==> config.mk <==
export PLATFORM = sky130hd
export DESIGN_NAME = fifo_route_top_flat
export DESIGN_NICKNAME = d
export VERILOG_FILES = /design/src/rtl/fifo_route_pkg.sv /design/src/rtl/fifo_route_if.sv /design/src/rtl/sync_fifo_fwft.sv /design/src/rtl/fifo_route_top.sv /design/src/flat_wrapper.sv
export SDC_FILE = /design/constraint.sdc
export NUM_CORES = 1
export LEC_CHECK = 0
export ABC_CLOCK_PERIOD_IN_PS = 6000
export CAP_MARGIN = 20
export CORE_UTILIZATION = 35
export CTS_BUF_LIST = sky130_fd_sc_hd__clkbuf_8
export DETAILED_ROUTE_END_ITERATION = 16
export PLACE_DENSITY_LB_ADDON = 0.15
export SYNTH_ARGS = -nofsm -noshare
export SYNTH_HDL_FRONTEND = slang
export SYNTH_SLANG_ARGS = --single-unit
==> constraint.sdc <==
create_clock -name inClock -period 6 [get_ports inClock]
set_input_delay 1.5 -clock inClock [delete_from_list [all_inputs] [get_ports inClock]]
set_output_delay 1.5 -clock inClock [all_outputs]
set_load 0.05 [all_outputs]
==> src/rtl/fifo_route_pkg.sv <==
// Shared widths, default depths, select-code enums and the flag-vector helper.
// Latency: n/a (declarations only).
// Backpressure: n/a.
package fifo_route_pkg;

    localparam int DATA_W        = 4;
    localparam int IN_DEPTH_DEF  = 8;
    localparam int OUT_DEPTH_DEF = 8;

    typedef enum logic [1:0] {
        SEL9_OUT_HEAD = 2'd0,
        SEL9_LANE_A   = 2'd1,
        SEL9_LANE_B   = 2'd2,
        SEL9_IN_HEAD  = 2'd3
    } sel9_e;

    typedef enum logic [1:0] {
        SEL6_LAST_D   = 2'd0,
        SEL6_LANE_AND = 2'd1,
        SEL6_IN_CNT   = 2'd2,
        SEL6_OUT_CNT  = 2'd3
    } sel6_e;

    typedef enum logic [1:0] {
        SEL16_IN_EMPTY  = 2'd0,
        SEL16_IN_STATUS = 2'd1,
        SEL16_OUT_EMPTY = 2'd2,
        SEL16_OUT_FULL  = 2'd3
    } sel16_e;

    // Two single-bit demultiplexers OR-ed into one 8-bit flag vector.
    function automatic logic [7:0] flag_vec(input logic b1, input logic [2:0] s1,
                                            input logic b2, input logic [2:0] s2);
        return ({7'b0, b1} << s1) | ({7'b0, b2} << s2);
    endfunction

endpackage

==> src/rtl/fifo_route_if.sv <==
// Bundles the nibble stream, read enable, lane/select controls and observation outputs.
// Latency: n/a (wiring only).
// Backpressure: none carried here; the output FIFO is drained by in_outFIFO_inReadEnable.
interface fifo_route_if;
    import fifo_route_pkg::*;

    logic [DATA_W-1:0] in_inFIFO_inData;
    logic              in_outFIFO_inReadEnable;
    logic              in_DEMUX_inDEMUX1;
    logic              in_DEMUX_inDEMUX2;
    logic [DATA_W-1:0] in_DEMUX_inDEMUX17;
    logic [DATA_W-1:0] in_DEMUX_inDEMUX18;
    logic [2:0]        in_DEMUX_inSEL1;
    logic [2:0]        in_DEMUX_inSEL2;
    logic              in_MUX_inSEL3;
    logic [1:0]        in_MUX_inSEL6;
    logic [1:0]        in_MUX_inSEL9;
    logic              in_MUX_inSEL11;
    logic              in_MUX_inSEL12;
    logic [2:0]        in_MUX_inSEL15;
    logic              in_DEMUX_inSEL17;
    logic [DATA_W-1:0] out_MUX_outMUX9;
    logic [DATA_W-1:0] out_MUX_outMUX10;
    logic              out_MUX_outMUX15;
    logic              out_MUX_outMUX16;

    modport master (
        output in_inFIFO_inData, in_outFIFO_inReadEnable,
        output in_DEMUX_inDEMUX1, in_DEMUX_inDEMUX2, in_DEMUX_inDEMUX17, in_DEMUX_inDEMUX18,
        output in_DEMUX_inSEL1, in_DEMUX_inSEL2, in_MUX_inSEL3, in_MUX_inSEL6, in_MUX_inSEL9,
        output in_MUX_inSEL11, in_MUX_inSEL12, in_MUX_inSEL15, in_DEMUX_inSEL17,
        input  out_MUX_outMUX9, out_MUX_outMUX10, out_MUX_outMUX15, out_MUX_outMUX16
    );

    modport slave (
        input  in_inFIFO_inData, in_outFIFO_inReadEnable,
        input  in_DEMUX_inDEMUX1, in_DEMUX_inDEMUX2, in_DEMUX_inDEMUX17, in_DEMUX_inDEMUX18,
        input  in_DEMUX_inSEL1, in_DEMUX_inSEL2, in_MUX_inSEL3, in_MUX_inSEL6, in_MUX_inSEL9,
        input  in_MUX_inSEL11, in_MUX_inSEL12, in_MUX_inSEL15, in_DEMUX_inSEL17,
        output out_MUX_outMUX9, out_MUX_outMUX10, out_MUX_outMUX15, out_MUX_outMUX16
    );

endinterface

==> src/rtl/sync_fifo_fwft.sv <==
// Single-clock first-word-fall-through FIFO; head word visible on rd_dat while !empty.
// Latency: a word pushed at edge N is on rd_dat after edge N.
// Backpressure: push while full is dropped unless a pop happens in the same cycle.
module sync_fifo_fwft #(
    parameter int WIDTH = 4,
    parameter int DEPTH = 8
) (
    input  logic                       clk,
    input  logic                       rst_n,
    input  logic                       wr_en,
    input  logic                       rd_en,
    input  logic [WIDTH-1:0]           wr_dat,
    output logic [WIDTH-1:0]           rd_dat,
    output logic                       empty,
    output logic                       full,
    output logic [$clog2(DEPTH+1)-1:0] count
);
    localparam int AW = $clog2(DEPTH);
    localparam int CW = $clog2(DEPTH+1);

    logic [WIDTH-1:0] r_mem [DEPTH];
    logic [AW-1:0]    r_wptr;
    logic [AW-1:0]    r_rptr;
    logic [CW-1:0]    r_count;
    logic             w_pop;
    logic             w_push;

    assign empty  = (r_count == '0);
    assign full   = (r_count == CW'(DEPTH));
    assign count  = r_count;
    assign rd_dat = r_mem[r_rptr];
    // A pop frees a slot this cycle, so a full FIFO can still accept a write.
    assign w_pop  = rd_en && !empty;
    assign w_push = wr_en && (!full || w_pop);

    // Pointers wrap naturally because DEPTH is a power of two.
    always_ff @(posedge clk or negedge rst_n) begin
        if (!rst_n) begin
            r_wptr  <= '0;
            r_rptr  <= '0;
            r_count <= '0;
        end else begin
            if (w_push) r_wptr <= r_wptr + AW'(1);
            if (w_pop)  r_rptr <= r_rptr + AW'(1);
            case ({w_push, w_pop})
                2'b10:   r_count <= r_count + CW'(1);
                2'b01:   r_count <= r_count - CW'(1);
                default: r_count <= r_count;
            endcase
        end
    end

    // Storage carries no reset; reads of stale slots are masked by empty downstream.
    always_ff @(posedge clk) begin
        if (w_push) r_mem[r_wptr] <= wr_dat;
    end

endmodule

==> src/rtl/fifo_route_top.sv <==
// Input FIFO -> optional lane XOR -> output FIFO, with registered debug/observation muxes.
// Latency: input word reaches outMUX9 (sel 0, out FIFO empty) two edges after it is written.
// Backpressure: transfer stalls while the output FIFO is full; input writes drop when full. Optional macro FIFO_ROUTE_OVF_FLAG_EN.
module fifo_route_top
    import fifo_route_pkg::*;
#(
    parameter int IN_DEPTH  = IN_DEPTH_DEF,
    parameter int OUT_DEPTH = OUT_DEPTH_DEF
) (
    input  logic           inClock,
    input  logic           inReset,
    fifo_route_if.slave    bus
);
    localparam int IN_CW  = $clog2(IN_DEPTH+1);
    localparam int OUT_CW = $clog2(OUT_DEPTH+1);

    logic [DATA_W-1:0] w_in_dat, w_out_dat, w_wr_dat;
    logic              w_in_empty, w_in_full, w_out_empty, w_out_full;
    logic [IN_CW-1:0]  w_in_cnt;
    logic [OUT_CW-1:0] w_out_cnt;
    logic              w_xfer, w_in_status;
    logic [DATA_W-1:0] w_lane_a, w_lane_b;
    logic [7:0]        w_vec;
    logic [DATA_W-1:0] w_mux9_nxt, w_mux10_nxt;
    logic              w_mux16_nxt;
    logic [DATA_W-1:0] r_last_d, r_mux9, r_mux10;
    logic              r_mux15, r_mux16;

    assign w_xfer   = !w_in_empty && !w_out_full;
    assign w_lane_a = bus.in_DEMUX_inSEL17 ? bus.in_DEMUX_inDEMUX18 : bus.in_DEMUX_inDEMUX17;
    assign w_lane_b = bus.in_DEMUX_inSEL17 ? bus.in_DEMUX_inDEMUX17 : bus.in_DEMUX_inDEMUX18;
    assign w_wr_dat = bus.in_MUX_inSEL3 ? (w_in_dat ^ w_lane_a) : w_in_dat;
    assign w_vec    = flag_vec(bus.in_DEMUX_inDEMUX1, bus.in_DEMUX_inSEL1,
                               bus.in_DEMUX_inDEMUX2, bus.in_DEMUX_inSEL2);

    sync_fifo_fwft #(.WIDTH(DATA_W), .DEPTH(IN_DEPTH)) u_in_fifo (
        .clk(inClock), .rst_n(inReset),
        .wr_en(1'b1), .rd_en(w_xfer), .wr_dat(bus.in_inFIFO_inData),
        .rd_dat(w_in_dat), .empty(w_in_empty), .full(w_in_full), .count(w_in_cnt)
    );

    sync_fifo_fwft #(.WIDTH(DATA_W), .DEPTH(OUT_DEPTH)) u_out_fifo (
        .clk(inClock), .rst_n(inReset),
        .wr_en(w_xfer), .rd_en(bus.in_outFIFO_inReadEnable), .wr_dat(w_wr_dat),
        .rd_dat(w_out_dat), .empty(w_out_empty), .full(w_out_full), .count(w_out_cnt)
    );

`ifdef FIFO_ROUTE_OVF_FLAG_EN
    logic r_ovf;
    // Sticky overflow: set when the input is full and nothing pops it; only reset clears it.
    always_ff @(posedge inClock or negedge inReset) begin
        if (!inReset)                  r_ovf <= 1'b0;
        else if (w_in_full && !w_xfer) r_ovf <= 1'b1;
    end
    assign w_in_status = r_ovf;
`else
    assign w_in_status = w_in_full;
`endif

    // Select next values for the registered observation muxes.
    always_comb begin
        w_mux9_nxt  = '0;
        w_mux10_nxt = '0;
        w_mux16_nxt = 1'b0;
        case (sel9_e'(bus.in_MUX_inSEL9))
            SEL9_OUT_HEAD: w_mux9_nxt = w_out_empty ? '0 : w_out_dat;
            SEL9_LANE_A:   w_mux9_nxt = w_lane_a;
            SEL9_LANE_B:   w_mux9_nxt = w_lane_b;
            SEL9_IN_HEAD:  w_mux9_nxt = w_in_empty ? '0 : w_in_dat;
            default:       w_mux9_nxt = '0;
        endcase
        case (sel6_e'(bus.in_MUX_inSEL6))
            SEL6_LAST_D:   w_mux10_nxt = r_last_d;
            SEL6_LANE_AND: w_mux10_nxt = w_lane_a & w_lane_b;
            SEL6_IN_CNT:   w_mux10_nxt = DATA_W'(w_in_cnt);
            SEL6_OUT_CNT:  w_mux10_nxt = DATA_W'(w_out_cnt);
            default:       w_mux10_nxt = '0;
        endcase
        case (sel16_e'({bus.in_MUX_inSEL12, bus.in_MUX_inSEL11}))
            SEL16_IN_EMPTY:  w_mux16_nxt = w_in_empty;
            SEL16_IN_STATUS: w_mux16_nxt = w_in_status;
            SEL16_OUT_EMPTY: w_mux16_nxt = w_out_empty;
            SEL16_OUT_FULL:  w_mux16_nxt = w_out_full;
            default:         w_mux16_nxt = 1'b0;
        endcase
    end

    // Capture the last transferred input word and register every observation output.
    always_ff @(posedge inClock or negedge inReset) begin
        if (!inReset) begin
            r_last_d <= '0;
            r_mux9   <= '0;
            r_mux10  <= '0;
            r_mux15  <= 1'b0;
            r_mux16  <= 1'b0;
        end else begin
            if (w_xfer) r_last_d <= w_in_dat;
            r_mux9  <= w_mux9_nxt;
            r_mux10 <= w_mux10_nxt;
            r_mux15 <= w_vec[bus.in_MUX_inSEL15];
            r_mux16 <= w_mux16_nxt;
        end
    end

    assign bus.out_MUX_outMUX9  = r_mux9;
    assign bus.out_MUX_outMUX10 = r_mux10;
    assign bus.out_MUX_outMUX15 = r_mux15;
    assign bus.out_MUX_outMUX16 = r_mux16;

endmodule

==> src/flat_wrapper.sv <==
// flat-port wrapper written by rule: the top's interface ports become plain ports
module fifo_route_top_flat import fifo_route_pkg::*;
#(
    parameter int IN_DEPTH  = IN_DEPTH_DEF,
    parameter int OUT_DEPTH = OUT_DEPTH_DEF
)
  (inClock, inReset, bus_in_inFIFO_inData, bus_in_outFIFO_inReadEnable, bus_in_DEMUX_inDEMUX1, bus_in_DEMUX_inDEMUX2, bus_in_DEMUX_inDEMUX17, bus_in_DEMUX_inDEMUX18, bus_in_DEMUX_inSEL1, bus_in_DEMUX_inSEL2, bus_in_MUX_inSEL3, bus_in_MUX_inSEL6, bus_in_MUX_inSEL9, bus_in_MUX_inSEL11, bus_in_MUX_inSEL12, bus_in_MUX_inSEL15, bus_in_DEMUX_inSEL17, bus_out_MUX_outMUX9, bus_out_MUX_outMUX10, bus_out_MUX_outMUX15, bus_out_MUX_outMUX16);
  fifo_route_if bus_i ();
  input  logic inClock;
  input  logic inReset;
  input wire logic [$bits(bus_i.in_inFIFO_inData)-1:0] bus_in_inFIFO_inData;
  input wire logic [$bits(bus_i.in_outFIFO_inReadEnable)-1:0] bus_in_outFIFO_inReadEnable;
  input wire logic [$bits(bus_i.in_DEMUX_inDEMUX1)-1:0] bus_in_DEMUX_inDEMUX1;
  input wire logic [$bits(bus_i.in_DEMUX_inDEMUX2)-1:0] bus_in_DEMUX_inDEMUX2;
  input wire logic [$bits(bus_i.in_DEMUX_inDEMUX17)-1:0] bus_in_DEMUX_inDEMUX17;
  input wire logic [$bits(bus_i.in_DEMUX_inDEMUX18)-1:0] bus_in_DEMUX_inDEMUX18;
  input wire logic [$bits(bus_i.in_DEMUX_inSEL1)-1:0] bus_in_DEMUX_inSEL1;
  input wire logic [$bits(bus_i.in_DEMUX_inSEL2)-1:0] bus_in_DEMUX_inSEL2;
  input wire logic [$bits(bus_i.in_MUX_inSEL3)-1:0] bus_in_MUX_inSEL3;
  input wire logic [$bits(bus_i.in_MUX_inSEL6)-1:0] bus_in_MUX_inSEL6;
  input wire logic [$bits(bus_i.in_MUX_inSEL9)-1:0] bus_in_MUX_inSEL9;
  input wire logic [$bits(bus_i.in_MUX_inSEL11)-1:0] bus_in_MUX_inSEL11;
  input wire logic [$bits(bus_i.in_MUX_inSEL12)-1:0] bus_in_MUX_inSEL12;
  input wire logic [$bits(bus_i.in_MUX_inSEL15)-1:0] bus_in_MUX_inSEL15;
  input wire logic [$bits(bus_i.in_DEMUX_inSEL17)-1:0] bus_in_DEMUX_inSEL17;
  output wire logic [$bits(bus_i.out_MUX_outMUX9)-1:0] bus_out_MUX_outMUX9;
  output wire logic [$bits(bus_i.out_MUX_outMUX10)-1:0] bus_out_MUX_outMUX10;
  output wire logic [$bits(bus_i.out_MUX_outMUX15)-1:0] bus_out_MUX_outMUX15;
  output wire logic [$bits(bus_i.out_MUX_outMUX16)-1:0] bus_out_MUX_outMUX16;
  assign bus_i.in_inFIFO_inData = bus_in_inFIFO_inData;
  assign bus_i.in_outFIFO_inReadEnable = bus_in_outFIFO_inReadEnable;
  assign bus_i.in_DEMUX_inDEMUX1 = bus_in_DEMUX_inDEMUX1;
  assign bus_i.in_DEMUX_inDEMUX2 = bus_in_DEMUX_inDEMUX2;
  assign bus_i.in_DEMUX_inDEMUX17 = bus_in_DEMUX_inDEMUX17;
  assign bus_i.in_DEMUX_inDEMUX18 = bus_in_DEMUX_inDEMUX18;
  assign bus_i.in_DEMUX_inSEL1 = bus_in_DEMUX_inSEL1;
  assign bus_i.in_DEMUX_inSEL2 = bus_in_DEMUX_inSEL2;
  assign bus_i.in_MUX_inSEL3 = bus_in_MUX_inSEL3;
  assign bus_i.in_MUX_inSEL6 = bus_in_MUX_inSEL6;
  assign bus_i.in_MUX_inSEL9 = bus_in_MUX_inSEL9;
  assign bus_i.in_MUX_inSEL11 = bus_in_MUX_inSEL11;
  assign bus_i.in_MUX_inSEL12 = bus_in_MUX_inSEL12;
  assign bus_i.in_MUX_inSEL15 = bus_in_MUX_inSEL15;
  assign bus_i.in_DEMUX_inSEL17 = bus_in_DEMUX_inSEL17;
  assign bus_out_MUX_outMUX9 = bus_i.out_MUX_outMUX9;
  assign bus_out_MUX_outMUX10 = bus_i.out_MUX_outMUX10;
  assign bus_out_MUX_outMUX15 = bus_i.out_MUX_outMUX15;
  assign bus_out_MUX_outMUX16 = bus_i.out_MUX_outMUX16;
  fifo_route_top #(.IN_DEPTH(IN_DEPTH), .OUT_DEPTH(OUT_DEPTH)) u_core (.inClock(inClock), .inReset(inReset), .bus(bus_i));
endmodule
==> impl_metrics.tcl <==
set metrics [dict create \
    status "finished clean" \
    synth_nets 341 \
    grt-ovfl-total 0 \
    async_reset_ff_share_pct 34.7 \
    maxSlewHeadroom_pct 46.1 \
    antenna_found_initial 0 \
    die_h_um 115 \
    cp_slowest_cell "clkdlybuf4s50_1" \
    avgSynthCellArea_um2 15.1 \
    maxSlewViolCount 0 \
    setup_tns_ns 0 \
    synth.distinct_cells 44 \
    hold_path_class "register to register" \
    r2r-start "u_core.u_in_fifo.count[0]$_DFFE_PN0P_" \
    core_mm2 0.0123 \
    path_class "input port to register" \
    die-area_mm2 0.0133 \
    cp_num_buf_inv 1 \
    viasPerCell 4.92 \
    start_util_pct 36.6 \
    cts_resized 0 \
    fmax_mhz 322 \
    clk_pin_slew_ns 0.09 \
    hold_buffers 0 \
    ant_nets 0 \
    finalHoldViolCount 0 \
    drt-total-wl_um 8790 \
    cts.sinks 98 \
    seq_area_frac_synth_pct 61.8 \
    avgRoutedWirePerCell_um 17.2 \
    fp-row-count 40 \
    post-route-period-util_pct 51.8 \
    rr_endpoint "u_core.u_out_fifo.count[2]$_DFFE_PN0P_" \
    ios 44 \
    dr.pass1.iters 4 \
    grt_pass1_vias 2578 \
    areaGrowthSynthToFinish_pct 16.6 \
    yosys.area.top_type_share_pct 42.8 \
    cpLargestDelayFamily "buffers and inverters" \
    cts_buffers 9 \
    grt_pass1_wl_um 13800 \
    ys_ff_latch 98 \
    h-tree-depth 3 \
    crit_arrival_ns 3.21 \
    power.total_w 0.00257 \
    synth_area_leaders "edfxtp_1 (43%), dfrtp_1 (19%), mux4_2 (7.0%), mux4_1 (3.5%), xnor2_1 (3.5%)" \
    vias 2518 \
    root_buffer "clkbuf_8" \
    crit_path_end_kind "register" \
    max_stage_delay_ns 0.77 \
    p_per_area_mw_per_mm2 492 \
    nets 383 \
    yosys_warnings 0 \
    drive_gt1_share_pct 12.2 \
    drv_cap 0 \
    hold_depth 2 \
    n_fill_cell 1157 \
    drcViolationCount 0 \
    setup_violations 0 \
    syn_area_mm2 0.00449 \
    skew_ns 0.00992 \
    path_max_fanout 12 \
    worst_pin_slew_ns 0.803 \
    dr.first_iter.drc_count 129 \
    cts_setup_buffers 0 \
    cts_tree "done" \
    die_x_um 115 \
    cp-start-kind "input port" \
    ys.flop_type "edfxtp_1" \
    required_ns 6.10 \
    min_to "u_core.r_last_d[2]$_DFFE_PN0P_" \
    clock_latency_ns 0.37 \
    globalplace.congestion 0.727 \
    path_cells "clkdlybuf4s50_1 > mux2_2 > nand2_1 > xor2_1" \
    cts_buffer_depth 2 \
    post-route-min-period_ns 3.11 \
    peakVddDrop_mv 0.231 \
    antenna_cells 0 \
    cellLeakagePower_nw 1.90 \
    hpwlAfterDp_um 6310 \
    rrSetupSlack_ns 2.92 \
    grt_max_degree 35 \
    postSynthCellCount 297 \
    reg2regPathDepth 12 \
    synth_edf_count 64 \
    grt_usage_pct 14.6 \
    rsz0062_at_grt "no" \
    synth_largest_area_cell "edfxtp_1" \
    numPortBuffers 43 \
    path_depth 4 \
    hold_start "u_core.r_last_d[2]$_DFFE_PN0P_" \
]
==> Yosys cell counts (all sizes together), types with 2 or more instances <==
| cell type | count |
|---|---|
| dfrtp | 34 |
| xor2 | 9 |
| edfxtp | 64 |
| a22oi | 3 |
| nor3 | 7 |
| mux4 | 20 |
| nand2b | 6 |
| nor4 | 2 |
| buf | 7 |
| clkbuf | 6 |
| o21ai | 9 |
| mux2 | 10 |
| ha | 10 |
| a21o | 3 |
| nand2 | 26 |
| a21oi | 6 |
| a221oi | 3 |
| nand4 | 3 |
| o221ai | 3 |
| inv | 4 |
| nor2 | 13 |
| and2 | 5 |
| nand3 | 2 |
| nor2b | 4 |
| xnor2 | 18 |
| mux2i | 9 |
==> through the flow <==
step           cell area [um2]  hold WS [ns]  cells  setup WS, ns  util (%)
6_report                  5230         0.495    512          2.89      42.7
4_1_cts                   5230         0.492    511          2.88      42.6
3_3_place_gp              5040         0.471    495          2.58      41.1
3_5_place_dp              5040         0.469    495          2.53      41.1
2_1_floorplan             4490         0.441    297          3.15         -
5_1_grt                   5230         0.527    512          2.70      42.7
==> worst register-to-register path: stages, from the launching register on <==
cell	delay, ns
dfrtp_1	0.45
inv_1	0.12
ha_1	0.23
or3b_2	0.52
and2_1	0.31
inv_2	0.27
ha_1	0.30
xor2_1	0.10
ha_1	0.19
a21oi_1	0.14
xor2_1	0.15
nor2_1	0.06
xor2_1	0.14
==> worst max path at each step <==
stage / startpoint / to / slack [ns]
floorplan: bus_in_outFIFO_inReadEnable / u_core.u_out_fifo.count[2]$_DFFE_PN0P_ / 3.15
global placement: bus_in_DEMUX_inSEL17 / u_core.u_out_fifo.r_mem[4][3]$_DFFE_PP_ / 2.58
detailed placement: bus_in_DEMUX_inSEL17 / u_core.u_out_fifo.r_mem[5][3]$_DFFE_PP_ / 2.53
CTS: u_core.u_in_fifo.count[0]$_DFFE_PN0P_ / u_core.u_out_fifo.count[2]$_DFFE_PN0P_ / 2.88
global route: u_core.u_in_fifo.count[0]$_DFFE_PN0P_ / u_core.u_out_fifo.count[2]$_DFFE_PN0P_ / 2.70
finish: bus_in_DEMUX_inSEL17 / u_core.u_out_fifo.r_mem[5][3]$_DFFE_PP_ / 2.89
==> cell families (layout without fill, tap and decap cells) <==
family                     Yosys count  in the layout  share of synthesized area (%)
other                                1              1                         0.0836
buffers and inverters               17             64                           2.15
muxes                               39             39                           15.1
DFF                                 98             98                           61.8
xor gates and xnor gates            27             27                           5.27
adders and majority gates           10             10                           2.79
and+or+nand+nor                     75             75                           8.37
AOI/OAI and AO/OA                   30             30                           4.41
==> metal layers <==
| metal | share of wire [%] | up-vias | GRT usage, % |
|---|---|---|---|
| li1 | - | 1202 | - |
| met1 | 46 | 1255 | 18.5 |
| met2 | 48 | 52 | 24.1 |
| met3 | 4.7 | 9 | 4.80 |
| met4 | 1.1 | 0 | 3.90 |
| met5 | 0 | - | 0 |
==> state kept, by name (all words and copies together) (netlist names) <==
| register | count |
|---|---|
| u_core.u_out_fifo.count | 4 |
| u_core.u_in_fifo.count | 4 |
| u_core.u_in_fifo.r_rptr | 3 |
| u_core.bus.out_MUX_outMUX16 | 1 |
| u_core.bus.out_MUX_outMUX15 | 1 |
| u_core.u_out_fifo.r_wptr | 3 |
| u_core.u_out_fifo.r_rptr | 3 |
| u_core.u_in_fifo.r_wptr | 3 |
| u_core.u_in_fifo.r_mem | 32 |
| u_core.r_last_d | 4 |
| u_core.bus.out_MUX_outMUX10 | 4 |
| u_core.u_out_fifo.r_mem | 32 |
| u_core.bus.out_MUX_outMUX9 | 4 |
==> area by class of cell <==
cell class | instances | area [um2] | area share [%]
Clock buffer | 9 | 124 | 2.37
Clock inverter | 7 | 62.6 | 1.20
Inverter | 4 | 15.0 | 0.287
Multi-Input combinational cell | 182 | 1620 | 30.9
Sequential cell | 98 | 2770 | 53.0
Tap cell | 168 | 210 | 4.02
Timing Repair Buffer | 44 | 430 | 8.23
==> cells in the final DEF (no fill, tap or decap), types with 2 or more instances in the layout <==
cell	Yosys	layout
inv_1	3	4
and2_1	2	2
clkbuf_8	0	9
and2_0	3	3
clkinv_1	0	2
a21o_1	3	3
nor3_1	7	7
mux2_2	9	9
nor4_1	2	2
mux4_1	6	6
ha_1	10	10
nand2_1	26	26
nand3_1	2	2
edfxtp_1	64	64
xnor2_1	18	18
nand4_1	3	3
a21oi_1	6	6
clkdlybuf4s50_1	0	42
a22oi_1	3	3
o221ai_1	3	3
mux4_2	14	14
a221oi_1	3	3
xor2_1	9	9
nor2_1	13	13
mux2i_1	9	9
o21ai_0	8	8
nand2b_1	6	6
dfrtp_1	34	34
nor2b_1	4	4
==> power breakdown <==
| group | total, W | leakage [nW] | internal [W] | switching (W) |
|---|---|---|---|---|
| Clock | 0.000408 | 0.0955 | 0.000188 | 0.000219 |
| Sequential | 0.00126 | 0.985 | 0.00105 | 0.000208 |
| Combinational | 0.000904 | 0.823 | 0.000422 | 0.000482 |
| Total | 0.00257 | 1.90 | 0.00166 | 0.000910 |
Note: power is estimated with default switching activity, not from simulation.
